## src/rtl/acl_regs_pkg.sv

```systemverilog
// Shared constants for the ADXL362-style SPI responder: command codes,
// register map addresses, writable window and FSM state encoding.
`timescale 1ns/1ps
package acl_regs_pkg;

  localparam int unsigned ADDR_W = 6;
  localparam int unsigned DATA_W = 8;

  localparam logic [7:0] CMD_WRITE = 8'h0A;
  localparam logic [7:0] CMD_READ  = 8'h0B;

  localparam logic [ADDR_W-1:0] ADDR_DEVID_AD  = 6'h00;
  localparam logic [ADDR_W-1:0] ADDR_DEVID_MST = 6'h01;
  localparam logic [ADDR_W-1:0] ADDR_PARTID    = 6'h02;
  localparam logic [ADDR_W-1:0] ADDR_XDATA     = 6'h08;
  localparam logic [ADDR_W-1:0] ADDR_YDATA     = 6'h09;
  localparam logic [ADDR_W-1:0] ADDR_ZDATA     = 6'h0A;
  localparam logic [ADDR_W-1:0] ADDR_SOFT_RST  = 6'h1F;
  localparam logic [ADDR_W-1:0] ADDR_POWER_CTL = 6'h2D;

  // Inclusive window of host-writable registers
  localparam logic [ADDR_W-1:0] WR_ADDR_LO = 6'h1F;
  localparam logic [ADDR_W-1:0] WR_ADDR_HI = 6'h2E;

  typedef enum logic [2:0] {
    ST_IDLE   = 3'd0,
    ST_CMD    = 3'd1,
    ST_ADDR   = 3'd2,
    ST_DATA   = 3'd3,
    ST_IGNORE = 3'd4
  } spi_state_e;

  function automatic logic addr_writable(input logic [ADDR_W-1:0] a);
    return (a >= WR_ADDR_LO) && (a <= WR_ADDR_HI);
  endfunction

endpackage

```

## src/rtl/spi_edge_sync.sv

```systemverilog
// Multi-flop synchronizer plus one history flop for edge detection.
// Ports: clk_i/rst_i (sync, active-high), d_i async input,
//        level_o synchronized level, rise_c/fall_c one-cycle edge pulses.
`timescale 1ns/1ps
module spi_edge_sync #(
  parameter int unsigned STAGES = 2
) (
  input  logic clk_i,
  input  logic rst_i,
  input  logic d_i,
  output logic level_o,
  output logic rise_c,
  output logic fall_c
);

  logic [STAGES-1:0] sync_q;
  logic              prev_q;

  // Reset to 0 so a chip select held low through reset never shows a fall
  always_ff @(posedge clk_i) begin
    if (rst_i) begin
      sync_q <= '0;
      prev_q <= 1'b0;
    end else begin
      sync_q <= {sync_q[STAGES-2:0], d_i};
      prev_q <= sync_q[STAGES-1];
    end
  end

  assign level_o = sync_q[STAGES-1];
  assign rise_c  = sync_q[STAGES-1] & ~prev_q;
  assign fall_c  = ~sync_q[STAGES-1] & prev_q;

endmodule

```

## src/rtl/spi_acl_responder.sv

```systemverilog
// SPI mode-0 responder emulating the ADXL362 register interface.
// Ports: CLK100MHZ/reset system side; sclk/cs/mosi async SPI inputs,
//        miso/miso_oe responder output; sample_xyz live sample bus;
//        power_ctl mirror of reg 0x2D; reg_wr_* committed-write strobe;
//        busy high whenever the FSM is outside IDLE.
`timescale 1ns/1ps
module spi_acl_responder #(
  parameter int unsigned SYNC_STAGES = 2,
  parameter logic [7:0]  DEVID_AD    = 8'hAD,
  parameter logic [7:0]  DEVID_MST   = 8'h1D,
  parameter logic [7:0]  PARTID      = 8'hF2
) (
  input  logic        CLK100MHZ,
  input  logic        reset,
  input  logic        sclk,
  input  logic        cs,
  input  logic        mosi,
  output logic        miso,
  output logic        miso_oe,
  input  logic [23:0] sample_xyz,
  output logic [7:0]  power_ctl,
  output logic        reg_wr_stb,
  output logic [5:0]  reg_wr_addr,
  output logic [7:0]  reg_wr_data,
  output logic        busy
);

  import acl_regs_pkg::*;

  logic sclk_lvl, sclk_rise, sclk_fall;
  logic cs_lvl, cs_rise, cs_fall;
  logic mosi_lvl, mosi_rise, mosi_fall;

  spi_edge_sync #(.STAGES(SYNC_STAGES)) u_sync_sclk (
    .clk_i(CLK100MHZ), .rst_i(reset), .d_i(sclk),
    .level_o(sclk_lvl), .rise_c(sclk_rise), .fall_c(sclk_fall)
  );

  spi_edge_sync #(.STAGES(SYNC_STAGES)) u_sync_cs (
    .clk_i(CLK100MHZ), .rst_i(reset), .d_i(cs),
    .level_o(cs_lvl), .rise_c(cs_rise), .fall_c(cs_fall)
  );

  spi_edge_sync #(.STAGES(SYNC_STAGES)) u_sync_mosi (
    .clk_i(CLK100MHZ), .rst_i(reset), .d_i(mosi),
    .level_o(mosi_lvl), .rise_c(mosi_rise), .fall_c(mosi_fall)
  );

  // Only the sclk edges and the mosi level are consumed
  logic unused_sync;
  assign unused_sync = &{1'b0, sclk_lvl, mosi_rise, mosi_fall};

  spi_state_e        state_q;
  logic              armed_q;
  logic              is_read_q;
  logic [2:0]        bit_cnt_q;
  logic [6:0]        rx_sh_q;
  logic [6:0]        tx_sh_q;
  logic [ADDR_W-1:0] addr_q;
  logic              miso_q;
  logic              oe_q;
  logic              busy_q;
  logic              wr_stb_q;
  logic [ADDR_W-1:0] wr_addr_q;
  logic [DATA_W-1:0] wr_data_q;
  logic [DATA_W-1:0] snap_x_q, snap_y_q, snap_z_q;
  logic [DATA_W-1:0] regs_q [64];

  logic [DATA_W-1:0] rx_byte_c;
  logic              byte_done_c;
  logic [DATA_W-1:0] rd_data_c;

  assign rx_byte_c   = {rx_sh_q, mosi_lvl};
  assign byte_done_c = sclk_rise && (bit_cnt_q == 3'd7);

  // Register read mux; anything not mapped reads back as zero
  always_comb begin
    rd_data_c = 8'h00;
    case (addr_q)
      ADDR_DEVID_AD:  rd_data_c = DEVID_AD;
      ADDR_DEVID_MST: rd_data_c = DEVID_MST;
      ADDR_PARTID:    rd_data_c = PARTID;
      ADDR_XDATA:     rd_data_c = snap_x_q;
      ADDR_YDATA:     rd_data_c = snap_y_q;
      ADDR_ZDATA:     rd_data_c = snap_z_q;
      default: begin
        if (addr_writable(addr_q)) rd_data_c = regs_q[addr_q];
      end
    endcase
  end

  // Transaction FSM, shift registers and register file
  always_ff @(posedge CLK100MHZ) begin
    if (reset) begin
      state_q   <= ST_IDLE;
      armed_q   <= 1'b0;
      is_read_q <= 1'b0;
      bit_cnt_q <= 3'd0;
      rx_sh_q   <= 7'd0;
      tx_sh_q   <= 7'd0;
      addr_q    <= '0;
      miso_q    <= 1'b0;
      oe_q      <= 1'b0;
      busy_q    <= 1'b0;
      wr_stb_q  <= 1'b0;
      wr_addr_q <= '0;
      wr_data_q <= '0;
      snap_x_q  <= '0;
      snap_y_q  <= '0;
      snap_z_q  <= '0;
      for (int i = 0; i < 64; i++) regs_q[i] <= 8'h00;
    end else begin
      wr_stb_q <= 1'b0;
      // A frame already in progress at reset release is skipped until cs is seen high
      if (cs_lvl) armed_q <= 1'b1;

      if (state_q == ST_IDLE) begin
        if (cs_fall && armed_q) begin
          state_q   <= ST_CMD;
          busy_q    <= 1'b1;
          oe_q      <= 1'b1;
          bit_cnt_q <= 3'd0;
          rx_sh_q   <= 7'd0;
          snap_x_q  <= sample_xyz[23:16];
          snap_y_q  <= sample_xyz[15:8];
          snap_z_q  <= sample_xyz[7:0];
        end
      end else if (state_q == ST_IGNORE) begin
        miso_q <= 1'b0;
      end else begin
        if (sclk_rise) begin
          rx_sh_q   <= rx_byte_c[6:0];
          bit_cnt_q <= bit_cnt_q + 3'd1;
        end

        if (byte_done_c) begin
          if (state_q == ST_CMD) begin
            if (rx_byte_c == CMD_WRITE) begin
              is_read_q <= 1'b0;
              state_q   <= ST_ADDR;
            end else if (rx_byte_c == CMD_READ) begin
              is_read_q <= 1'b1;
              state_q   <= ST_ADDR;
            end else begin
              state_q <= ST_IGNORE;
            end
          end else if (state_q == ST_ADDR) begin
            addr_q  <= rx_byte_c[ADDR_W-1:0];
            state_q <= ST_DATA;
          end else begin
            if (!is_read_q && addr_writable(addr_q)) begin
              regs_q[addr_q] <= rx_byte_c;
              wr_stb_q       <= 1'b1;
              wr_addr_q      <= addr_q;
              wr_data_q      <= rx_byte_c;
            end
            addr_q <= addr_q + 6'd1;
          end
        end

        // Byte boundary falls load a fresh byte, the rest shift it out MSB first
        if ((state_q == ST_DATA) && is_read_q && sclk_fall) begin
          if (bit_cnt_q == 3'd0) begin
            miso_q  <= rd_data_c[7];
            tx_sh_q <= rd_data_c[6:0];
          end else begin
            miso_q  <= tx_sh_q[6];
            tx_sh_q <= {tx_sh_q[5:0], 1'b0};
          end
        end
      end

      // Placed last so a coincident final rise still commits before the frame closes
      if (cs_rise) begin
        state_q   <= ST_IDLE;
        busy_q    <= 1'b0;
        oe_q      <= 1'b0;
        miso_q    <= 1'b0;
        tx_sh_q   <= 7'd0;
        bit_cnt_q <= 3'd0;
      end
    end
  end

  assign miso        = miso_q;
  assign miso_oe     = oe_q;
  assign busy        = busy_q;
  assign reg_wr_stb  = wr_stb_q;
  assign reg_wr_addr = wr_addr_q;
  assign reg_wr_data = wr_data_q;
  assign power_ctl   = regs_q[ADDR_POWER_CTL];

endmodule

```

## config.mk

```make
export PLATFORM = sky130hd
export DESIGN_NAME = spi_acl_responder
export DESIGN_NICKNAME = d
export VERILOG_FILES = /design/src/rtl/acl_regs_pkg.sv /design/src/rtl/spi_edge_sync.sv /design/src/rtl/spi_acl_responder.sv
export SDC_FILE = /design/constraint.sdc
export NUM_CORES = 1
export LEC_CHECK = 0
export CAP_MARGIN = 20
export CORE_ASPECT_RATIO = 1.25
export CORE_MARGIN = 10
export CORE_UTILIZATION = 55
export DETAILED_ROUTE_END_ITERATION = 8
export PLACE_DENSITY = 0.72
export SLEW_MARGIN = 20
export SYNTH_ARGS = -nofsm -noshare
export SYNTH_HDL_FRONTEND = slang
export SYNTH_SLANG_ARGS = --single-unit
```

## constraint.sdc

```tcl
create_clock -name CLK100MHZ -period 3 [get_ports CLK100MHZ]
set_clock_uncertainty 0.2 [all_clocks]
set_input_delay 0.9 -clock CLK100MHZ [delete_from_list [all_inputs] [get_ports CLK100MHZ]]
set_output_delay 0.9 -clock CLK100MHZ [all_outputs]
set_load 0.01 [all_outputs]
```

## Word-level counts from Yosys, hierarchy flattened

Memory sizes are Yosys's and may differ from the RTL's. A register that Yosys moved wholly into a read port is not among the register bits.
Cells that the tools add are included.

- Register bits after elaboration: 77
- Memory bits (writable): 512
- Output and inout port bits: 26
- Word-level logic and storage cells: 116
- Memories kept: 1

- $add $sub $neg: 2
- $lt $le $gt $ge: 2
- Equality and inequality tests: 14
- Muxes and demuxes: 40
- Bitwise logic cells: 12
- Reduce and logical (&&, ||, !) cells: 25

Memory list:

| memory | words | bits a word | read ports | clocked after memory_dff | wr ports | RTL line | RTL |
|---|---|---|---|---|---|---|---|
| regs_q | 64 | 8 | 2 | 1 | 64 | spi_acl_responder.sv:67 | `logic [DATA_W-1:0] regs_q [64];` |

Operators with widths:

| cell | number |
|---|---|
| $pmux 8 s6 | 1 |
| $mux 3 | 12 |
| $mux 7 | 5 |
| $mux 6 | 4 |
| $eq 6x4->1 const B | 3 |
| $eq 8x4->1 const B | 2 |
| $mux 1 | 16 |
| $mux 8 | 2 |
| $not 1->1 | 8 |
| $reduce_and 4->1 | 2 |
| $reduce_bool 2->1 | 4 |
| $reduce_or 8->1 | 1 |
| $add 6x1->6 const B | 1 |
| $eq 3x2->1 const B | 2 |
| $eq 3x3->1 const B | 2 |
| $eq 6x1->1 const B | 1 |
| $eq 6x2->1 const B | 1 |
| $ge 6x5->1 const B | 1 |
| $le 6x6->1 const B | 1 |
| $logic_and 1x1->1 | 6 |
| $logic_not 3->1 | 2 |
| $logic_not 6->1 | 1 |
| $reduce_and 3->1 | 2 |
| $reduce_and 6->1 | 1 |
| other kinds (10) | 14 |

## Depth between registers and ports, before layout

Gate-level depths: netlist of the first run.

- Word-level depth: 13
- Mapped depth: 10

## Modules after synthesis

Synthesis of the first run repeated with hierarchy kept, for this count alone.

- Cells, all modules: 1516
- Area, all modules: 24649.9 um^2

By module, submodules not included:

| module | times used | cells each | area each (um^2) | seq. area each (um^2) |
|---|---|---|---|---|
| spi_acl_responder | 1 | 1492 | 24375.9 | 16876.2 |
| spi_edge_sync | 3 | 8 | 91.3 | 60.1 |

## Worst setup path before layout of the first run

OpenSTA, ideal clock, no wires.

- Path type: register to register
- Start point: register addr_q[0]
- End point: memory regs_q[43][0], enable pin
- Arrival time: 2177 ps
- Path slack: 313 ps
- Stages on the path, launching flop included: 10
- Period minus slack after synthesis: 2687 ps
- Cells stage by stage: dfxtp_1 -> clkbuf_1 -> inv_1 -> ha_1 -> nand4b_1 -> nand2_1 -> nor4_1 -> nand2_1 -> nor4_4 -> or2_2

RTL lines:

| element | RTL line | RTL |
|---|---|---|
| from (decl) | spi_acl_responder.sv:59 | `logic [ADDR_W-1:0] addr_q;` |
| from (signal assigned) | spi_acl_responder.sv:148 | `addr_q <= rx_byte_c[ADDR_W-1:0];` |
| from (signal assigned) | spi_acl_responder.sv:157 | `addr_q <= addr_q + 6'd1;` |
| to (decl) | spi_acl_responder.sv:67 |  |

==> impl_results.md, run 1 <==
* Commonest non-fill, non-tap cell in the layout: edfxtp_1
* Post-route setup TNS at 0 ps
* Via count at 13,730
* Vias in the first global route at 14,080
* Clock-pin slew on the worst setup and hold paths at 60 ps
* Core Box Area at 0.04412 mm^2
* Final setup viols at 0
* RSZ-0062 raised after global routing: no
* Detailed Route WL at 50,800 um
* Startpoint Class: flop
* Worst Hold Class: flop to flop
* Outcome: finished, final reports clean
* Final period util at 96.68%
* Relative slew margins at 18.58%
* Synthesized instance count at 1,556
* Sink Count at 595
* Clock group share of total power at 41.1%
* Area after DPL at 0.02730 mm^2
* Port Buffers at 54
* YS warnings at 0
* Total gr overflow at 0
* Mean Syn Cell Area at 15.81 um^2
* Worst path required time at 3300 ps
* All-Layer GR Usage at 18.90%
* Crit path max fanout at 15
* Synthesis-to-layout area growth at 18.37%
* Power Dens Cells at 592.3 mW/mm^2
* Final Max Slew Viols at 0
* Post-synthesis sequential area ratio at 69.25%
* Post-CTS setup buffer count at 0
* Post-layout instance count excluding filler cells at 2,581
* Hold path depth at 1
* Post-synth ARST share at 0%
* End of the worst hold path: u_sync_mosi.sync_q[1]
* Synth Flop Type: edfxtp_1
* Largest net degree at the start of global routing at 197
* Cts bufs inserted at 56
* Cell Int Power at 13.84 mW
* Top cells by area, synth: edfxtp_1 (62%), mux4_2 (11%), dfxtp_1 (6.8%)
* Comb power frac at 3.2%
* Critical path arrival at 3200 ps
* Post-cts resize count at 0
* Slew @ Worst Pin at 1221 ps
* Final core utilization at 66.01%
* ANT nets after route at 0
* Residual DRC at 0
* Total die area at 0.05364 mm^2
* Yosys top cell area share at 62.49%
* Net Sw Frac at 19.77%
* Post-route total power at 17.25 mW
* Max cap viols at 0
* Post-CTS Hold Buffers at 0
* R2r setup slk at 100 ps
* # IOs at 55
* Cell taking the most area after synthesis: edfxtp_1
* Final net count at 1,998
* CP Class: flop to flop
* Distinct cells, synth at 58
* Layout cell share with drive strength beyond 1 at 16.13%
* Crit path capture type: flop
* Clk buf depth at 3
* Reg2reg path depth at 6
* Initial Utilization at 55.77%
* Initial drt markers at 1,204
* Maximum clock rate at 344.8 MHz
* CTS tree: built
* Die extent in y at 256.5 um
* Min Tclk post-route at 2901 ps
* Per-cell routed wire length at 19.68 um
* DP Wirelength at 33,660 um
* Max IR drop VDD at 0.5219 mV
* Clock Latency Late Sink at 610 ps
* Initial antenna violation count at 1
* DR pass1 iterations at 5
* DP Cell Count at 2,476
* First-pass GRT wire length at 78,850 um
* NetSw at 3.410 mW
* Fin area at 0.02912 mm^2
* Final number of hold-violating endpoints at 0
* FF-to-FF End: miso
* Gpl congestion at 0.8508
* H-tree lvl count at 2
* Clock Tree Root: clkbuf_16
* # rows at 86
* Antenna diode count at 0
* Commonest cells after routing, fill and taps aside: edfxtp_1 (512), conb_1 (352), and2_1 (164), nand2_1 (127), mux4_2 (118)
* Static leakage at 10.38 nW
* Chip width at 209.2 um
* Sequential fraction of design power at 55.7%
* Synth Cell Area at 0.02460 mm^2
* Via density at 5.318
* Post-synth EDFFs at 512
* Yosys reg bits at 595
* Min-delay src: u_sync_mosi.sync_q[0]
==> per-stage QoR <==
step | hold slack (ps) | setup slack [ps]
finish | 247.7 | 99.47
CTS | 252.3 | 70.12
global placement | 222.9 | 127.7
detailed placement | 225.3 | 86.34
floorplan | 213.8 | 313.4
global route | 260.4 | 4.644
==> kinds of logic after synthesis <==
group / after synthesis / share of synthesized area (%)
compound gates: 169 / 4.491
fa+ha+maj: 7 / 0.3560
buf+inv: 150 / 2.751
flops: 595 / 69.25
mux: 181 / 13.43
other cells: 1 / 0.01524
simple gates: 453 / 9.709
==> worst max-delay path: stages, from the launching register on <==
cell	delay, ps
dfxtp_1	960
and2_1	560
a22o_1	260
nor3_1	80
o31ai_1	360
a31oi_1	160
a31o_1	200
==> power groups by stage <==
stage	clock [mW]	sequential (mW)	combinational, mW
6_report	7.08	9.61	0.559
5_1_grt	7.55	9.65	0.619
3_5_place_dp	0	9.79	0.547
4_1_cts	7.23	9.61	0.549
3_3_place_gp	0	9.75	0.535
2_1_floorplan	0	9.72	0.392
==> registers in the layout (all words and copies together) (netlist names), 3 cells and up, named ones only <==
name,cells
addr_q,6
bit_cnt_q,3
reg_wr_addr,6
reg_wr_data,8
regs_q,512
rx_sh_q,7
snap_x_q,8
snap_y_q,8
snap_z_q,8
state_q,3
tx_sh_q,7
==> worst max path at each step <==
stage / slack, ps / cells after the start / startpoint / to
5_1_grt: 5 / 6 / flop / miso
3_3_place_gp: 130 / 6 / flop / miso
2_1_floorplan: 310 / 9 / addr_q[0] / regs_q[43][0]
6_report: 100 / 6 / flop / miso
4_1_cts: 70 / 6 / flop / miso
3_5_place_dp: 90 / 6 / flop / miso
==> synthesized netlist by cell type (2+ instances only) <==
cell type,instances
edfxtp_1,512
and2_1,164
nand2_1,127
mux4_2,118
clkbuf_1,106
dfxtp_1,83
nor2_1,63
a21oi_1,59
mux2i_1,50
a22oi_1,44
or2_2,22
nand3_1,19
nor2b_1,18
buf_2,16
mux2_2,13
nor3_1,9
a31oi_1,8
buf_4,8
o21ai_0,8
a22o_1,7
buf_6,7
ha_1,7
o22ai_1,7
buf_1,6
o211ai_1,6
inv_1,5
nand2b_1,5
nor3b_1,5
o21ai_1,5
a211oi_1,4
a221oi_1,4
and3_1,3
nand4_1,3
nand4b_1,3
nor4_1,3
a41oi_1,2
nor4_4,2
o21a_1,2
o31a_1,2
o31ai_1,2
or3_1,2
==> routing by layer <==
metal  part of all wire [%]  GRT usage (%)  wire length [um]  vias to the layer above
met4                    3.6          8.305              1853                        2
met1                     38          22.65             19340                     6796
li1                       -              -                 -                     6335
met5                  0.022              0                11                        -
met2                     52          32.89             26600                      480
met3                    5.9          3.162              2989                      113
==> layout make-up <==
type	instances	area (um^2)
multi-input cells	1162	8207
clock buffers	77	1511
clock inverters	28	311.5
inverters	6	22.52
repair buffers	141	1311
fillers	3107	14990
well taps	572	715.7
flip-flops and latches	595	17040
Note: power is estimated with default switching activity, not from simulation.
==> inputs of run 2 (changes only) <==
- CORE_ASPECT_RATIO: 1.25 -> not set
- SYNTH_HIERARCHICAL: not set -> 1
==> run 2 against run 1 <==
Effect of this change:
- sequential share of layout area is 0.64 points lower
- worst hold slack better by 5.9 ps
- non-clock buffer count rose by 6
- wire length shrank 1.9%
- maximum frequency increased by 3.0%
- cell area grew 1.1%
- global-route usage down 0.35 points
- critical endpoint is now regs_q[40][2]
- critical path depth up 1
- largest cell class unchanged
- area after synthesis is essentially flat
==> impl_results.md, run 2 <==
* Register with the most flip-flops: regs_q
* Total die area at 0.05361 mm^2
* Post-CTS Hold Buffers at 0
* Initial Utilization at 55.65%
* Per-cell routed wire length at 19.38 um
* # rows at 77
* # IOs at 55
* Final setup viols at 0
* Clk buf depth at 3
* Port Buffers at 54
* CTS tree: built
* Relative slew margins at 31.31%
* All-Layer GR Usage at 18.55%
* Clock Latency Late Sink at 620 ps
* Synthesized instance count at 1,512
* Commonest non-fill, non-tap cell in the layout: edfxtp_1
* Layout cell share with drive strength beyond 1 at 18.69%
* Max IR drop VDD at 0.4422 mV
* Slew @ Worst Pin at 1027 ps
* Clock-pin slew on the worst setup and hold paths at 60 ps
* Largest register FFs at 512
* Synth Cell Area at 0.02461 mm^2
* Total gr overflow at 0
* Final number of hold-violating endpoints at 0
* CP Class: flop to flop
* Final-layout fill cell count at 2,961
* Post-layout instance count excluding filler cells at 2,572
* Critical path arrival at 2920 ps
* H-tree lvl count at 2
* DP Cell Count at 2,460
* Final Max Slew Viols at 0
* Final period util at 93.87%
* Core Box Area at 0.04422 mm^2
* DP Wirelength at 33,120 um
* Initial antenna violation count at 1
* Detailed Route WL at 49,860 um
* ANT nets after route at 0
* Worst path required time at 3110 ps
* Gpl congestion at 0.9019
* First-pass GRT wire length at 76,620 um
* RSZ-0062 raised after global routing: no
* Cts bufs inserted at 59
* Vias in the first global route at 13,660
* Worst setup margin at 184.0 ps
* Die extent in y at 231.5 um
* Antenna diode count at 0
* Worst Hold Class: flop to flop
* Max cap viols at 0
* Footprint of the multi-input gates at 0.008304 mm^2
* Crit path capture type: flop
* Min Tclk post-route at 2816 ps
* Via density at 5.297
* Final net count at 1,965
* Clock Tree Root: clkbuf_16
* YS warnings at 6
* Power Dens Cells at 596.9 mW/mm^2
* Maximum clock rate at 355.1 MHz
* Commonest cells after routing, fill and taps aside: edfxtp_1 (512), conb_1 (352), and2_1 (162), mux4_2 (138), nand2_1 (106)
* Largest net degree at the start of global routing at 123
* Post-route setup TNS at 0 ps
* Register area at 0.01705 mm^2
* Via count at 13,620
* Outcome: finished, final reports clean
* Synthesis-to-layout area growth at 19.65%
* Initial drt markers at 1,180
* Chip width at 231.5 um
* Sink Count at 595
* Static leakage at 10.52 nW
* Mean Syn Cell Area at 16.28 um^2
* DP Worst Slack at -76.36 ps
* Crit path max fanout at 9
* DR pass1 iterations at 6
* Startpoint Class: flop
* Residual DRC at 0
[run 2: power breakdown]
part           switching, mW  leakage, nW  internal (mW)  total [mW]
combinational          0.327         3.78          0.253       0.581
sequential             0.129         5.77           9.48        9.61
clock                   3.03        0.970           4.36        7.39
[run 2: what timing repair did]
action | in CTS | in global routing
cloned | 0 | 0
endpoints found under the setup margin | 1 | 64
buffers inserted | 0 | 0
gates resized for setup | 1 | 3
[run 2: worst paths after layout]
kind,slack [ps],start,cells after the start,end
max,180,addr_q[1],7,regs_q[40][2]
min,250,reg_wr_addr[2],2,reg_wr_addr[2]
max reg2reg,180,addr_q[1],7,regs_q[40][2]
min reg2reg,250,reg_wr_addr[2],2,reg_wr_addr[2]
[run 2: final cells by class]
| class | instances | area share (%) |
|---|---|---|
| Sequential cell | 595 | 57.88 |
| Multi-Input combinational cell | 1121 | 28.20 |
| Tap cell | 592 | 2.515 |
| Clock buffer | 77 | 5.570 |
| Clock inverter | 35 | 1.117 |
| Inverter | 5 | 0.06373 |
| Timing Repair Buffer | 147 | 4.648 |
[run 2: metrics by stage]
step	cell area [um^2]	power [mW]	hold slack, ps	utilization (%)
after global routing	29450	18.14	272.9	66.59
after floorplan	25930	10.10	213.8	-
after detailed placement	27450	10.35	245.1	62.08
after CTS	29430	17.73	255.6	66.55
after global placement	27450	10.30	232.9	62.08
final	29450	17.58	253.6	66.59
[run 2: metal layers]
layer,vias up,wire [um],GRT usage [%]
met3,129,3453,4.288
li1,6282,-,-
met2,474,23810,29.47
met1,6736,20560,24.32
met4,2,2016,7.923
met5,-,13,0
[run 2: worst max-delay path: stages (launching register included)]
cell,delay (ps)
dfxtp_1,480
ha_1,290
nand2_1,120
o2bb2ai_2,390
nand4_1,240
nor3_1,300
buf_4,230
or2_2,240
==> inputs of run 3 (changes only) <==
- REMOVE_ABC_BUFFERS: not set -> 1
==> run 3 against run 2 <==
Effect of this change:
- wire length fell by 2.8%
- sequential power is essentially flat
- combinational power shrank 3%
- via count down 1.2%
- die area is the same
- sequential share of layout area increased by 0.43 points
- critical endpoint is now regs_q[33][7]
- largest cell class unchanged
==> impl_results.md, run 3 (synthesis results as in run 2) <==
* Final net count at 1,944
* Residual DRC at 0
* FF-to-FF End: regs_q[33][7]
* Worst setup margin at 214.7 ps
* H-tree lvl count at 2
* Worst path required time at 3090 ps
* Clock Tree Root: clkbuf_16
* Worst Hold Class: flop to flop
* Critical path arrival at 2880 ps
* Crit path capture type: flop
* Post-route setup TNS at 0 ps
* Relative slew margins at 30.23%
* Post-layout instance count excluding filler cells at 2,549
* Setup crit start: bit_cnt_q[0]
* Final setup viols at 0
* Sequential fraction of design power at 55.5%
* Final Max Slew Viols at 0
* Via count at 13,460
* Initial antenna violation count at 0
* Clk buf depth at 3
* CP Class: flop to flop
* Gpl congestion at 0.9033
* Final core utilization at 66.10%
* Register with the most flip-flops: regs_q
* Min Tclk post-route at 2785 ps
* RSZ-0062 raised after global routing: no
* Slowest Stage Delay on Critical Path at 380 ps
* Power Dens Cells at 592.4 mW/mm^2
* Clock Latency Late Sink at 610 ps
* Initial Utilization at 55.65%
* DP Cell Count at 2,441
* Total die area at 0.05361 mm^2
* Clock-pin slew on the worst setup and hold paths at 60 ps
* Clock group share of total power at 41.3%
* Core Box Area at 0.04422 mm^2
* Crit path max fanout at 8
* Net Sw Frac at 19.98%
* ANT nets after route at 0
* Total gr overflow at 0
* CTS tree: built
* All-Layer GR Usage at 18.56%
* Die extent in y at 231.5 um
* Outcome: finished, final reports clean
* Via density at 5.280
* DP Wirelength at 31,650 um
* FF-to-FF Start: bit_cnt_q[0]
* Slew @ Worst Pin at 1043 ps
* Max cap viols at 0
* Post-route total power at 17.32 mW
* Critical Path Stages at 8
* Buffers & Inverters on Critical Path at 1
* Maximum clock rate at 359.0 MHz
* Max IR drop VDD at 0.4278 mV
* First-pass GRT wire length at 77,580 um
* NetSw at 3.459 mW
* DR pass1 iterations at 6
* Crit path cell chain: ha_1, ha_1, nand2_1, nor4_1, buf_4, nand4_1, nor3_1, or2_2
* Comb power frac at 3.3%
* Chip width at 231.5 um
* Layout cell share with drive strength beyond 1 at 17.89%
* Worst path most repeated cell: ha_1
* Final period util at 92.84%
* R2r setup slk at 210 ps
* Min-delay src: u_sync_cs/sync_q[0]
* Commonest non-fill, non-tap cell in the layout: edfxtp_1
* Detailed Route WL at 48,460 um
* Cell Int Power at 13.86 mW
* # IOs at 55
* Largest net degree at the start of global routing at 100
* Static leakage at 10.39 nW
* Port Buffers at 54
* Synthesis-to-layout area growth at 18.76%
* Startpoint Class: flop
* Per-cell routed wire length at 19.01 um
* Reg2reg path depth at 8
* Final number of hold-violating endpoints at 0
* Vias in the first global route at 13,880
* Initial drt markers at 1,362
* Setup crit end: regs_q[33][7]
* # rows at 77
* Cts bufs inserted at 57
* DP Worst Slack at 145.2 ps
* Delay-heaviest family, CP: simple AND/OR/NAND/NOR gates
* Sink Count at 595
* Commonest cells after routing, fill and taps aside: edfxtp_1 (512), conb_1 (352), and2_1 (162), mux4_2 (138), nand2_1 (106)
* Slowest CP cell: nor3_1
* Largest register FFs at 512
[run 3: cell count changes in the layout (fill, tap and decap cells not counted), moves of 2 or more]
cell       before  now
clkinv_1       13   11
nor4_2         10    7
buf_12         10   12
clkbuf_16      62   58
nor4_1          7    9
clkbuf_1       10    5
clkinv_2       12   15
clkinv_4        0    2
buf_4          83   62
[run 3: repair_timing]
item,in CTS,in global routing
gates resized for setup,0,3
endpoints found under the setup margin,0,32
hold buffers,0,0
setup buffers,0,0
[run 3: power groups by stage]
stage               logic (mW)  clock network, mW  registers [mW]
floorplan                0.282                  0            9.73
global placement         0.544                  0            9.75
detailed placement       0.554                  0            9.78
CTS                      0.557               7.30            9.61
global route             0.629               7.60            9.64
finish                   0.564               7.15            9.60
[run 3: worst min-delay path by stage]
stage	end	slack [ps]	cells past startpoint
2_1_floorplan	u_sync_cs/sync_q[1]	210	1
3_3_place_gp	u_sync_cs/sync_q[1]	230	1
3_5_place_dp	u_sync_cs/sync_q[1]	230	1
4_1_cts	u_sync_cs/sync_q[1]	250	1
5_1_grt	u_sync_cs/sync_q[1]	270	1
6_report	u_sync_cs/sync_q[1]	240	1
[run 3: metrics by stage]
stage,cell area (um^2),hold slack (ps)
after floorplan,25330,213.8
after global placement,27330,229.9
after detailed placement,27330,229.5
after CTS,29200,248.0
after global routing,29230,266.1
final,29230,241.2
[run 3: final cells by class]
type,count,area (um^2)
Antenna cell,1,2.502
Clock buffer,68,1521
Clock inverter,39,354.1
Fill cell,3046,14990
Inverter,5,18.77
Multi-Input combinational cell,1121,8295
Sequential cell,595,17050
Tap cell,592,740.7
Timing Repair Buffer,128,1251
[run 3: layer usage]
| metal | up-vias | global-route usage [%] | part of all wire (%) |
|---|---|---|---|
| met5 | - | 0 | 0 |
| met4 | 0 | 5.697 | 2.7 |
| met3 | 87 | 3.347 | 6.1 |
| met2 | 404 | 30.38 | 49 |
| met1 | 6732 | 25.09 | 42 |
| li1 | 6235 | - | - |
